## src/rtl/kf_spike_fanout.sv

```systemverilog
// Spike flit receiver: resolves a presynaptic neuron's synapse range and
// streams one postsynaptic update per matching synapse to the accumulator.
module kf_spike_fanout #(
  parameter int         NEURON_ID_BITS = 8,
  parameter int         SYN_ID_BITS    = 12,
  parameter logic [7:0] TILE_X         = 8'd0,
  parameter logic [7:0] TILE_Y         = 8'd0
) (
  input  logic                      clk,
  input  logic                      rst,
  input  logic                      flit_in_valid,
  input  logic [31:0]               flit_in_data,
  output logic                      flit_in_ready,
  output logic                      idx_rd_en,
  output logic [NEURON_ID_BITS-1:0] idx_rd_addr,
  input  logic [2*SYN_ID_BITS-1:0]  idx_rd_data,
  output logic                      syn_rd_en,
  output logic [SYN_ID_BITS-1:0]    syn_rd_addr,
  input  logic [31:0]               syn_rd_data,
  output logic                      upd_valid,
  input  logic                      upd_ready,
  output logic [7:0]                upd_post_id,
  output logic signed [15:0]        upd_weight,
  output logic [7:0]                upd_flags,
  output logic [7:0]                upd_payload,
  output logic                      busy,
  output logic                      flit_done,
  output logic [15:0]               misroute_cnt,
  output logic [15:0]               mismatch_cnt
);

  typedef enum logic [2:0] {
    S_IDLE, S_IDX_RD, S_IDX_WAIT, S_SYN_RD, S_SYN_CHK, S_EMIT
  } state_t;

  state_t                    state_q;
  logic [NEURON_ID_BITS-1:0] neuron_q;
  logic [7:0]                payload_q;
  logic [SYN_ID_BITS-1:0]    cur_q;
  logic [SYN_ID_BITS-1:0]    cur_d;
  logic [SYN_ID_BITS-1:0]    end_q;
  logic                      upd_valid_q;
  logic [7:0]                post_q;
  logic signed [15:0]        weight_q;
  logic [7:0]                flags_q;
  logic [7:0]                upd_payload_q;
  logic                      done_q;
  logic [15:0]               misroute_q;
  logic [15:0]               mismatch_q;

  logic                      local_w;
  logic                      pre_match_w;
  logic                      last_w;
  logic [SYN_ID_BITS-1:0]    idx_start_w;
  logic [SYN_ID_BITS-1:0]    idx_end_w;

  function automatic logic [15:0] sat_inc(input logic [15:0] c);
    return (c == 16'hFFFF) ? c : c + 16'd1;
  endfunction

  // Q1.7 synapse weight to Q8.8 accumulator format
  function automatic logic signed [15:0] q17_to_q88(input logic [7:0] w);
    return $signed({{7{w[7]}}, w, 1'b0});
  endfunction

  assign local_w     = (flit_in_data[31:24] == TILE_X) && (flit_in_data[23:16] == TILE_Y);
  assign idx_start_w = idx_rd_data[2*SYN_ID_BITS-1:SYN_ID_BITS];
  assign idx_end_w   = idx_rd_data[SYN_ID_BITS-1:0];
  assign pre_match_w = (syn_rd_data[24 +: NEURON_ID_BITS] == neuron_q);
  // End test uses the pre-increment index so a range ending at the top never wraps
  assign last_w      = (cur_q == end_q);
  assign cur_d       = cur_q + {{(SYN_ID_BITS-1){1'b0}}, 1'b1};

  always_ff @(posedge clk) begin
    if (rst) begin
      state_q       <= S_IDLE;
      neuron_q      <= '0;
      payload_q     <= '0;
      cur_q         <= '0;
      end_q         <= '0;
      upd_valid_q   <= 1'b0;
      post_q        <= '0;
      weight_q      <= '0;
      flags_q       <= '0;
      upd_payload_q <= '0;
      done_q        <= 1'b0;
      misroute_q    <= '0;
      mismatch_q    <= '0;
    end else begin
      done_q <= 1'b0;
      unique case (state_q)
        S_IDLE: begin
          if (flit_in_valid) begin
            neuron_q  <= flit_in_data[8 +: NEURON_ID_BITS];
            payload_q <= flit_in_data[7:0];
            if (local_w) state_q <= S_IDX_RD;
            else         misroute_q <= sat_inc(misroute_q);
          end
        end
        S_IDX_RD: state_q <= S_IDX_WAIT;
        S_IDX_WAIT: begin
          if (idx_start_w > idx_end_w) begin
            done_q  <= 1'b1;
            state_q <= S_IDLE;
          end else begin
            cur_q   <= idx_start_w;
            end_q   <= idx_end_w;
            state_q <= S_SYN_RD;
          end
        end
        S_SYN_RD: state_q <= S_SYN_CHK;
        S_SYN_CHK: begin
          if (pre_match_w) begin
            post_q        <= syn_rd_data[23:16];
            weight_q      <= q17_to_q88(syn_rd_data[15:8]);
            flags_q       <= syn_rd_data[7:0];
            upd_payload_q <= payload_q;
            upd_valid_q   <= 1'b1;
            state_q       <= S_EMIT;
          end else begin
            mismatch_q <= sat_inc(mismatch_q);
            if (last_w) begin
              done_q  <= 1'b1;
              state_q <= S_IDLE;
            end else begin
              cur_q   <= cur_d;
              state_q <= S_SYN_RD;
            end
          end
        end
        S_EMIT: begin
          if (upd_ready) begin
            upd_valid_q <= 1'b0;
            if (last_w) begin
              done_q  <= 1'b1;
              state_q <= S_IDLE;
            end else begin
              cur_q   <= cur_d;
              state_q <= S_SYN_RD;
            end
          end
        end
        default: state_q <= S_IDLE;
      endcase
    end
  end

  assign flit_in_ready = (state_q == S_IDLE);
  assign busy          = (state_q != S_IDLE);
  assign idx_rd_en     = (state_q == S_IDX_RD);
  assign idx_rd_addr   = idx_rd_en ? neuron_q : '0;
  assign syn_rd_en     = (state_q == S_SYN_RD);
  assign syn_rd_addr   = syn_rd_en ? cur_q : '0;
  assign upd_valid     = upd_valid_q;
  assign upd_post_id   = post_q;
  assign upd_weight    = weight_q;
  assign upd_flags     = flags_q;
  assign upd_payload   = upd_payload_q;
  assign flit_done     = done_q;
  assign misroute_cnt  = misroute_q;
  assign mismatch_cnt  = mismatch_q;

endmodule

```

## config.mk

```make
export PLATFORM = sky130hd
export DESIGN_NAME = kf_spike_fanout
export DESIGN_NICKNAME = d
export VERILOG_FILES = /design/src/rtl/kf_spike_fanout.sv
export SDC_FILE = /design/constraint.sdc
export NUM_CORES = 1
export LEC_CHECK = 0
export ABC_AREA = 1
export CAP_MARGIN = 20
export CORE_ASPECT_RATIO = 1.2
export CORE_MARGIN = 1
export CORE_UTILIZATION = 45
export DETAILED_ROUTE_END_ITERATION = 10
export PLACE_DENSITY = 0.89
export SLEW_MARGIN = 20
export SYNTH_ARGS = -nofsm -noshare
export SYNTH_HDL_FRONTEND = slang
export SYNTH_SLANG_ARGS = --single-unit
```

## constraint.sdc

```tcl
create_clock -name clk -period 2.4 [get_ports clk]
set_input_delay 0.48 -clock clk [delete_from_list [all_inputs] [get_ports clk]]
set_output_delay 0.48 -clock clk [all_outputs]
set_load 0.02 [all_outputs]
```

==> metrics.yaml, run 1 <==
ios: 190
hold_class: "register to register"
grt.overflow.total: 0
nets: 1170
cts_tree: "done"
hold_start: "upd_post_id[2]"
period_minus_slack_ns: 2.264
clock_skew_ns: 0.01000
fin_util: 0.6495
arrival_ns: 1.78
htree_levels: 3
cts.sinks: 109
crit_slowest_cell: "clkdlybuf4s50_1"
reg2reg_to: "misroute_cnt[4]"
dominantRegCellSynth: "dfxtp_1"
cp-end-kind: "primary output"
holdPathEnd: "upd_post_id[2]"
grt_pass1_wl_microns: 27200
vias_per_cell: 5.119
seqCellArea_sq_um: 2183
num_rows: 45
final.period_utilization: 0.9435
drc: 0
fin_worst_hold_slack_ns: 0.4444
worstSetupPathType: "register to primary output"
async_reset_ff_frac: 0
ys_ff_latch: 109
die_width_microns: 106.8
rr_worst_depth: 11
synth_edf_count: 0
fin_area_sq_um: 8302
crit_chain: "nand2_1 > nor2_1 > buf_4 > clkdlybuf4s50_1"
holdPathStages: 2
wl_microns: 16900
p_leak_nw: 3.377
status: "complete, no violations"
synth_cells: 880
clock.fmax_mhz: 441.6
r2r_slack_ns: 0.43
via_count: 6306
fill_cells: 1065
cp.required_ns: 1.92
port_buffers: 188
die_h_microns: 127.8
ant_nets: 0
core_area_sq_um: 12780
dp_hpwl_microns: 12580
cap_viol_max_count: 0
synth_seq_area_share: 0.3679
ir_drop_mv: 0.4051
synth_top_area_share: 0.3679
dpl_cell_area_sq_um: 7998
wire_per_inst_microns: 13.72
start_kind: "register"
antenna_cells: 0
drt_iter0_drc: 415
grt_pass1_vias: 6096
syn_nets: 987
drt_pass1_iterations: 6
drive_gt1_frac: 0.07116
synth_top_cell_by_area: "dfxtp_1"
ys_warn_count: 0
root_buffer: "clkbuf_16"
grtUsageTotal: 0.2459
finalNonFillerCells: 1232
synth_area_leaders: "dfxtp_1 (37%), nand2_1 (11%), a21oi_1 (8.0%)"
dp_cells: 1216
syn_avg_cell_area_sq_um: 6.739
grt_setup_unrepaired: "no"
antenna_found_initial: 0
cp_max_fo: 4
clk_pin_slew_worst_paths_ns: 0.07
rr_startpoint: "misroute_cnt[0]"
synthDistinctLibCells: 40
syn_area_sq_um: 5931
start_util: 0.4640
cts_setup_buffers: 0
cts_buffer_depth: 2
slew_viol_final: 0
multi_input_area_sq_um: 3023
die_area_sq_um: 13640
gp_congestion: 0.9205
slowest_delay_ns: 0.60
p_per_area_nw_per_um2: 452.8
cts_hold_buf: 0
hold_viol: 0
setup_viol: 0
cts_buffers: 9
grt_max_degree: 47
synthToLayoutAreaGrowth_pct: 39.98
insertion_delay_ns: 0.35
## stage by stage
step / setup TNS (ns) / setup slack [ns] / power [mW]
2_1_floorplan: 0 / 0.4338 / 2.042
3_3_place_gp: -0.06543 / -0.03683 / 2.248
3_5_place_dp: -1.532 / -0.1342 / 2.255
4_1_cts: 0 / 0.0002036 / 3.777
5_1_grt: 0 / 0.005825 / 3.894
6_report: 0 / 0.1356 / 3.759
## cells by family after synthesis
family | after synthesis | share of synthesized area
buffers and inverters | 173 | 0.1224
AO/OA/AOI/OAI | 169 | 0.1454
AND/OR/NAND/NOR | 383 | 0.2873
flip-flops | 109 | 0.3679
adder cells (fa/ha/maj) | 15 | 0.03165
other | 1 | 0.0006323
multiplexers | 2 | 0.003376
XOR/XNOR | 28 | 0.04135
## layout make-up
type,instances,area share
clock buffer,11,0.02924
clock inverter,5,0.007687
inverter,130,0.06074
multi-input combinational,598,0.3641
sequential,109,0.2630
tap,164,0.02472
timing repair buffer,215,0.2505
## per-layer routing
| metal | vias up | part of all wire | global-route usage |
|---|---|---|---|
| met1 | 2846 | 0.40 | 0.2824 |
| met5 | - | 0 | 0 |
| met4 | 0 | 0.042 | 0.1402 |
| met2 | 243 | 0.50 | 0.4421 |
| met3 | 54 | 0.057 | 0.02440 |
| li1 | 3163 | - | - |
## what timing repair did
action,in CTS,in global routing
endpoints found under the setup margin,20,2
gates resized for setup,21,3
pin swaps,0,0
## cell usage after synthesis (8+ instances only)
cell,n
nor3_1,16
xor2_1,15
o21ai_0,61
nand3_1,37
dfxtp_1,109
inv_2,8
clkbuf_1,18
nand2_1,178
buf_2,9
ha_1,15
nor2_1,105
xnor2_1,13
buf_4,8
inv_1,120
a21oi_1,95
nand4_1,24
## worst max-delay path by stage
| stage | from | to | slack (ns) | cells past startpoint |
|---|---|---|---|---|
| 3_5_place_dp | idx_rd_data[11] | cur_q[11] | -0.13 | 13 |
| 6_report | state_q[1] | syn_rd_en | 0.14 | 4 |
| 4_1_cts | state_q[1] | idx_rd_addr[2] | 0.0002 | 6 |
| 2_1_floorplan | state_q[2] | syn_rd_addr[10] | 0.43 | 6 |
| 5_1_grt | idx_rd_data[9] | cur_q[1] | 0.006 | 13 |
| 3_3_place_gp | idx_rd_data[11] | end_q[4] | -0.04 | 13 |
## sequential cells by signal (all words and copies together) (netlist names)
register	flops
upd_flags	8
upd_payload	8
flit_done	1
state_q	3
upd_weight	8
end_q	12
mismatch_cnt	16
misroute_cnt	16
upd_post_id	8
payload_q	8
cur_q	12
neuron_q	8
upd_valid	1
## report_power, final
part           internal (mW)  total (mW)  switching [mW]
Clock                  0.851        1.54           0.690
Sequential              1.83        1.84          0.0141
Combinational          0.213       0.378           0.165
Total                   2.89        3.76           0.869
## placed cells by master, fill, tap and decap left out, types with 2 or more instances in the layout
cell | Yosys | final
nand2_1 | 178 | 178
clkdlybuf4s50_1 | 0 | 168
inv_1 | 120 | 118
dfxtp_1 | 109 | 108
nor2_1 | 105 | 105
a21oi_1 | 95 | 95
o21ai_0 | 61 | 61
nand3_1 | 37 | 37
buf_4 | 8 | 26
nand4_1 | 24 | 24
dlygate4sd2_1 | 0 | 18
nor3_1 | 16 | 16
xor2_1 | 15 | 15
ha_1 | 15 | 15
xnor2_1 | 13 | 13
inv_2 | 8 | 10
clkbuf_16 | 0 | 9
o21ai_1 | 7 | 7
nand2_2 | 5 | 5
nand3_2 | 4 | 4
nand3_4 | 3 | 3
nor2_4 | 3 | 3
inv_6 | 0 | 3
nor2_2 | 2 | 2
mux2i_1 | 2 | 2
o21a_1 | 2 | 2
dlymetal6s2s_1 | 0 | 2
## critical path: cells and delay by family, from the launching register on
| kind | cells | cell delay [ns] |
|---|---|---|
| simple gates | 2 | 0.30 |
| buf+inv | 2 | 0.76 |
| flops | 1 | 0.38 |
Note: power is estimated with default switching activity, not from simulation.
==> run 2, diff against run 1 <==
- CORE_UTILIZATION: 45 -> 44
- CTS_BUF_LIST: not set -> sky130_fd_sc_hd__clkbuf_2
- PLACE_DENSITY: 0.89 -> 0.91
- clock period: 2.4 -> 1.87 ns (I/O delays scaled with it)
==> metrics.yaml, run 2 (same netlist as run 1, synthesis figures left out) <==
r2r_slack_ns: 0
fin_util: 0.6912
worstSetupPathType: "register to primary output"
start_util: 0.4500
setup_slack_ns: -0.3496
nets: 1236
clock.fmax_mhz: 450.5
core_area_sq_um: 13180
grt.overflow.total: 0
ios: 190
grt_pass1_wl_microns: 29210
period_minus_slack_ns: 2.220
cts_hold_buf: 0
cap_viol_max_count: 0
clock_skew_ns: 0.06457
layout_common_cells: "nand2_1 (172), inv_1 (114), a21oi_1 (94)"
fin_area_sq_um: 9110
grt_max_degree: 41
cts_buffer_depth: 2
insertion_delay_ns: 0.68
slew_viol_final: 0
hold_class: "input pin to register"
crit_chain: "inv_1 > nor2_4 > inv_2 > buf_8 > nor2_4 > buf_6"
drc: 0
setup_tns_ns: -6.496
critPathMostFrequentCell: "nor2_4"
p_leak_nw: 3.937
crit_slowest_cell: "dfxtp_2"
hold_viol: 0
ir_drop_mv: 0.3376
status: "finished with violations"
via_count: 6888
setup_viol: 25
drive_gt1_frac: 0.2310
crit_start: "state_q[0]"
grt_pass1_vias: 6504
vias_per_cell: 5.286
cts_tree: "done"
p_per_area_nw_per_um2: 457.0
violations: "setup timing"
grt_setup_unrepaired: "yes"
reg2reg_to: "cur_q[5]"
dpl_cell_area_sq_um: 8358
gp_congestion: 0.9338
wl_microns: 20130
rr_worst_depth: 14
die_h_microns: 129.2
power_mw: 4.163
drt_iter0_drc: 485
critPathBufInv: 4
synthToLayoutAreaGrowth_pct: 53.61
die_area_sq_um: 13950
antenna_found_initial: 1
wire_per_inst_microns: 15.45
clk_pin_slew_worst_paths_ns: 0.36
ant_nets: 0
start_kind: "register"
cp.required_ns: 1.50
rr_startpoint: "state_q[1]"
drt_pass1_iterations: 6
arrival_ns: 1.85
path_depth: 6
cp_top_family: "buffers and inverters"
final.period_utilization: 1.187
grtUsageTotal: 0.2654
cts_buffers: 9
cp-end-kind: "primary output"
slowest_delay_ns: 0.42
dp_hpwl_microns: 13630
port_buffers: 188
setup.worst_path.end: "syn_rd_addr[3]"
cts.sinks: 109
final_common_cell: "nand2_1"
htree_levels: 3
cp_max_fo: 5
num_rows: 46
root_buffer: "clkbuf_2"
die_width_microns: 108.0
fill_cells: 990
-- run 2: cell type report --
type | count | area, sq um | share of cell area
Multi-Input combinational cell | 600 | 3356 | 0.3684
Timing Repair Buffer | 279 | 2655 | 0.2914
Sequential cell | 109 | 2251 | 0.2471
Inverter | 130 | 500.5 | 0.05494
Tap cell | 168 | 210.2 | 0.02307
Clock inverter | 7 | 90.09 | 0.009889
Clock buffer | 9 | 45.04 | 0.004944
Antenna cell | 1 | 2.502 | 0.0002747
-- run 2: layer usage --
layer | track usage | vias up | routed length (microns)
li1 | - | 3298 | -
met1 | 0.2798 | 3160 | 7241
met2 | 0.4938 | 343 | 10610
met3 | 0.04829 | 87 | 1419
met4 | 0.1442 | 0 | 862
met5 | 0 | - | 0
-- run 2: worst min-delay path by stage --
stage,cells after the start,slack (ns),to,from
3_5_place_dp,2,0.43,upd_payload[5],upd_payload[5]
2_1_floorplan,2,0.44,payload_q[0],payload_q[0]
5_1_grt,3,0.18,payload_q[5],flit_in_data[5]
6_report,3,0.19,payload_q[3],flit_in_data[3]
4_1_cts,3,0.21,payload_q[7],flit_in_data[7]
3_3_place_gp,2,0.43,upd_flags[0],upd_flags[0]
-- run 2: through the flow --
step	setup slack, ns	instances	hold WS (ns)
2_1_floorplan	0.009791	880	0.4410
3_3_place_gp	-0.4529	1259	0.4294
3_5_place_dp	-0.6257	1259	0.4335
4_1_cts	-0.3323	1283	0.2116
5_1_grt	-0.3765	1303	0.1843
6_report	-0.3496	1303	0.1923
-- run 2: what timing repair did --
action,CTS,global route
buffers inserted,8,18
resized for setup,281,130
setup endpoints to repair,97,116
pin swaps,4,28
cloned,0,4
-- run 2: report_power, final --
| part | internal [mW] | switching [mW] | total [mW] |
|---|---|---|---|
| registers | 2.35 | 0.0155 | 2.36 |
| clock network | 0.344 | 0.901 | 1.24 |
| logic | 0.311 | 0.244 | 0.555 |
| total | 3.00 | 1.16 | 4.16 |
-- run 2: worst register-to-register path: stages (launching register included) --
cell and delay (ns):
dfxtp_2 0.41, buf_6 0.12, buf_6 0.11, nor2_4 0.11, buf_6 0.13, nand2_8 0.06
nand2_8 0.09, inv_4 0.05, o21ai_4 0.08, nand2_2 0.08, inv_2 0.07, nand3_4 0.13
nor2_8 0.21, nor2_1 0.06, nor2_1 0.10
==> run 3, diff against run 2 <==
- CAP_MARGIN: 20 -> 40
- clock period: 1.87 -> 2 ns (I/O delays scaled with it)
==> metrics.yaml, run 3 (same netlist as run 1, synthesis figures left out) <==
status: "finished with violations"
violations: "setup timing"
die_area_sq_um: 13950
setup_tns_ns: -2.419
nets: 1205
hold_viol: 0
ant_nets: 0
core_area_sq_um: 13180
wirelength_met1_microns: 6807
antenna_found_initial: 1
cts_tree: "done"
fin_area_sq_um: 8648
ir_drop_mv: 0.3579
p_leak_nw: 3.820
cts_buffer_depth: 2
fin_util: 0.6562
wl_microns: 17700
vias_per_cell: 5.133
arrival_ns: 1.75
grt_max_degree: 41
cts.sinks: 109
clk_pin_slew_worst_paths_ns: 0.32
fill_cells: 1073
drt_iter0_drc: 377
die_h_microns: 129.2
die_width_microns: 108.0
grt.overflow.total: 0
place_ws_ns: -0.4449
setup_viol: 23
root_buffer: "clkbuf_2"
start_kind: "register"
ios: 190
routed-wl-met2_microns: 9011
grt_setup_unrepaired: "yes"
worstSetupPathType: "register to primary output"
htree_levels: 3
drive_gt1_frac: 0.1659
wl_met3_microns: 1100
clock.fmax_mhz: 465.8
setup_slack_ns: -0.1469
final_common_cell: "nand2_1"
port_buffers: 188
via_count: 6529
start_util: 0.4500
cp_max_fo: 5
dp_cells: 1249
hold_class: "input pin to register"
grt_pass1_wl_microns: 27860
insertion_delay_ns: 0.64
final.period_utilization: 1.073
highest_layer: "met4"
dpl_cell_area_sq_um: 8270
drc: 0
layout_common_cells: "nand2_1 (176), inv_1 (116), a21oi_1 (95)"
cp-end-kind: "primary output"
num_rows: 46
cts_buffers: 9
cp.required_ns: 1.60
wire_per_inst_microns: 13.92
grtUsageTotal: 0.2488
slew_viol_final: 0
p_per_area_nw_per_um2: 440.3
finalNonFillerCells: 1272
drt_pass1_iterations: 5
period_minus_slack_ns: 2.147
dp_hpwl_microns: 12890
synthToLayoutAreaGrowth_pct: 45.82
clock_skew_ns: 0.04675
grt_pass1_vias: 6107
cap_viol_max_count: 0
gp_congestion: 0.9131
run 3: changes by cell type in the layout (fill, tap and decap cells not counted), sizes merged:
cell | previous run | this run
buf | 117 | 84
dlygate4sd2 | 47 | 73
clkdlybuf4s15 | 19 | 0
clkbuf | 14 | 9
clkinv | 3 | 1
clkinvlp | 0 | 2
dlymetal6s2s | 0 | 1
nor2 | 113 | 112
run 3: cell type report:
type,instances,area (sq um),share of cell area
Clock buffer,9,45.04,0.005208
Timing Repair Buffer,249,2377,0.2749
Sequential cell,109,2211,0.2556
Multi-Input combinational cell,599,3224,0.3728
Inverter,130,498.0,0.05758
Tap cell,168,210.2,0.02431
Antenna cell,1,2.502,0.0002894
Clock inverter,7,80.08,0.009259
run 3: worst paths after layout:
kind / depth (start not counted) / end / start / slack (ns)
setup / recovery: 8 / idx_rd_addr[1] / state_q[1] / -0.15
hold / removal: 3 / payload_q[7] / flit_in_data[7] / 0.28
hold reg to reg: 2 / upd_post_id[0] / upd_post_id[0] / 0.46
setup reg to reg: 13 / misroute_cnt[4] / state_q[1] / 0.07
run 3: critical path, cell delays in order, from the launching register on:
cell and delay [ns]:
dfxtp_2 0.40, buf_6 0.12, inv_4 0.05, nand2_4 0.04
nor2_4 0.10, inv_4 0.05, buf_8 0.14, nor2_4 0.11
buf_6 0.12
run 3: what timing repair did:
action	CTS	global route
pin swaps	4	8
buffers inserted	3	2
cloned	0	1
gates resized for setup	272	31
hold buffers	0	0
endpoints found under the hold margin	0	0
setup endpoints to repair	96	30
run 3: report_power, final:
part | switching, mW | internal, mW | leakage (nW)
Combinational | 0.216 | 0.277 | 2.86
Clock | 0.789 | 0.307 | 0.0700
Sequential | 0.0146 | 2.21 | 0.892
run 3: metal layers:
metal | up-vias | track usage
li1 | 3241 | -
met1 | 2949 | 0.2813
met2 | 268 | 0.4417
met3 | 71 | 0.04175
met4 | 0 | 0.1378
met5 | - | 0
run 3: metrics by stage:
| stage | hold slack [ns] | power [mW] |
|---|---|---|
| after detailed placement | 0.4346 | 2.737 |
| after floorplan | 0.4410 | 2.450 |
| after CTS | 0.2494 | 3.834 |
| final | 0.2839 | 3.808 |
| after global placement | 0.4293 | 2.725 |
| after global routing | 0.2353 | 3.973 |
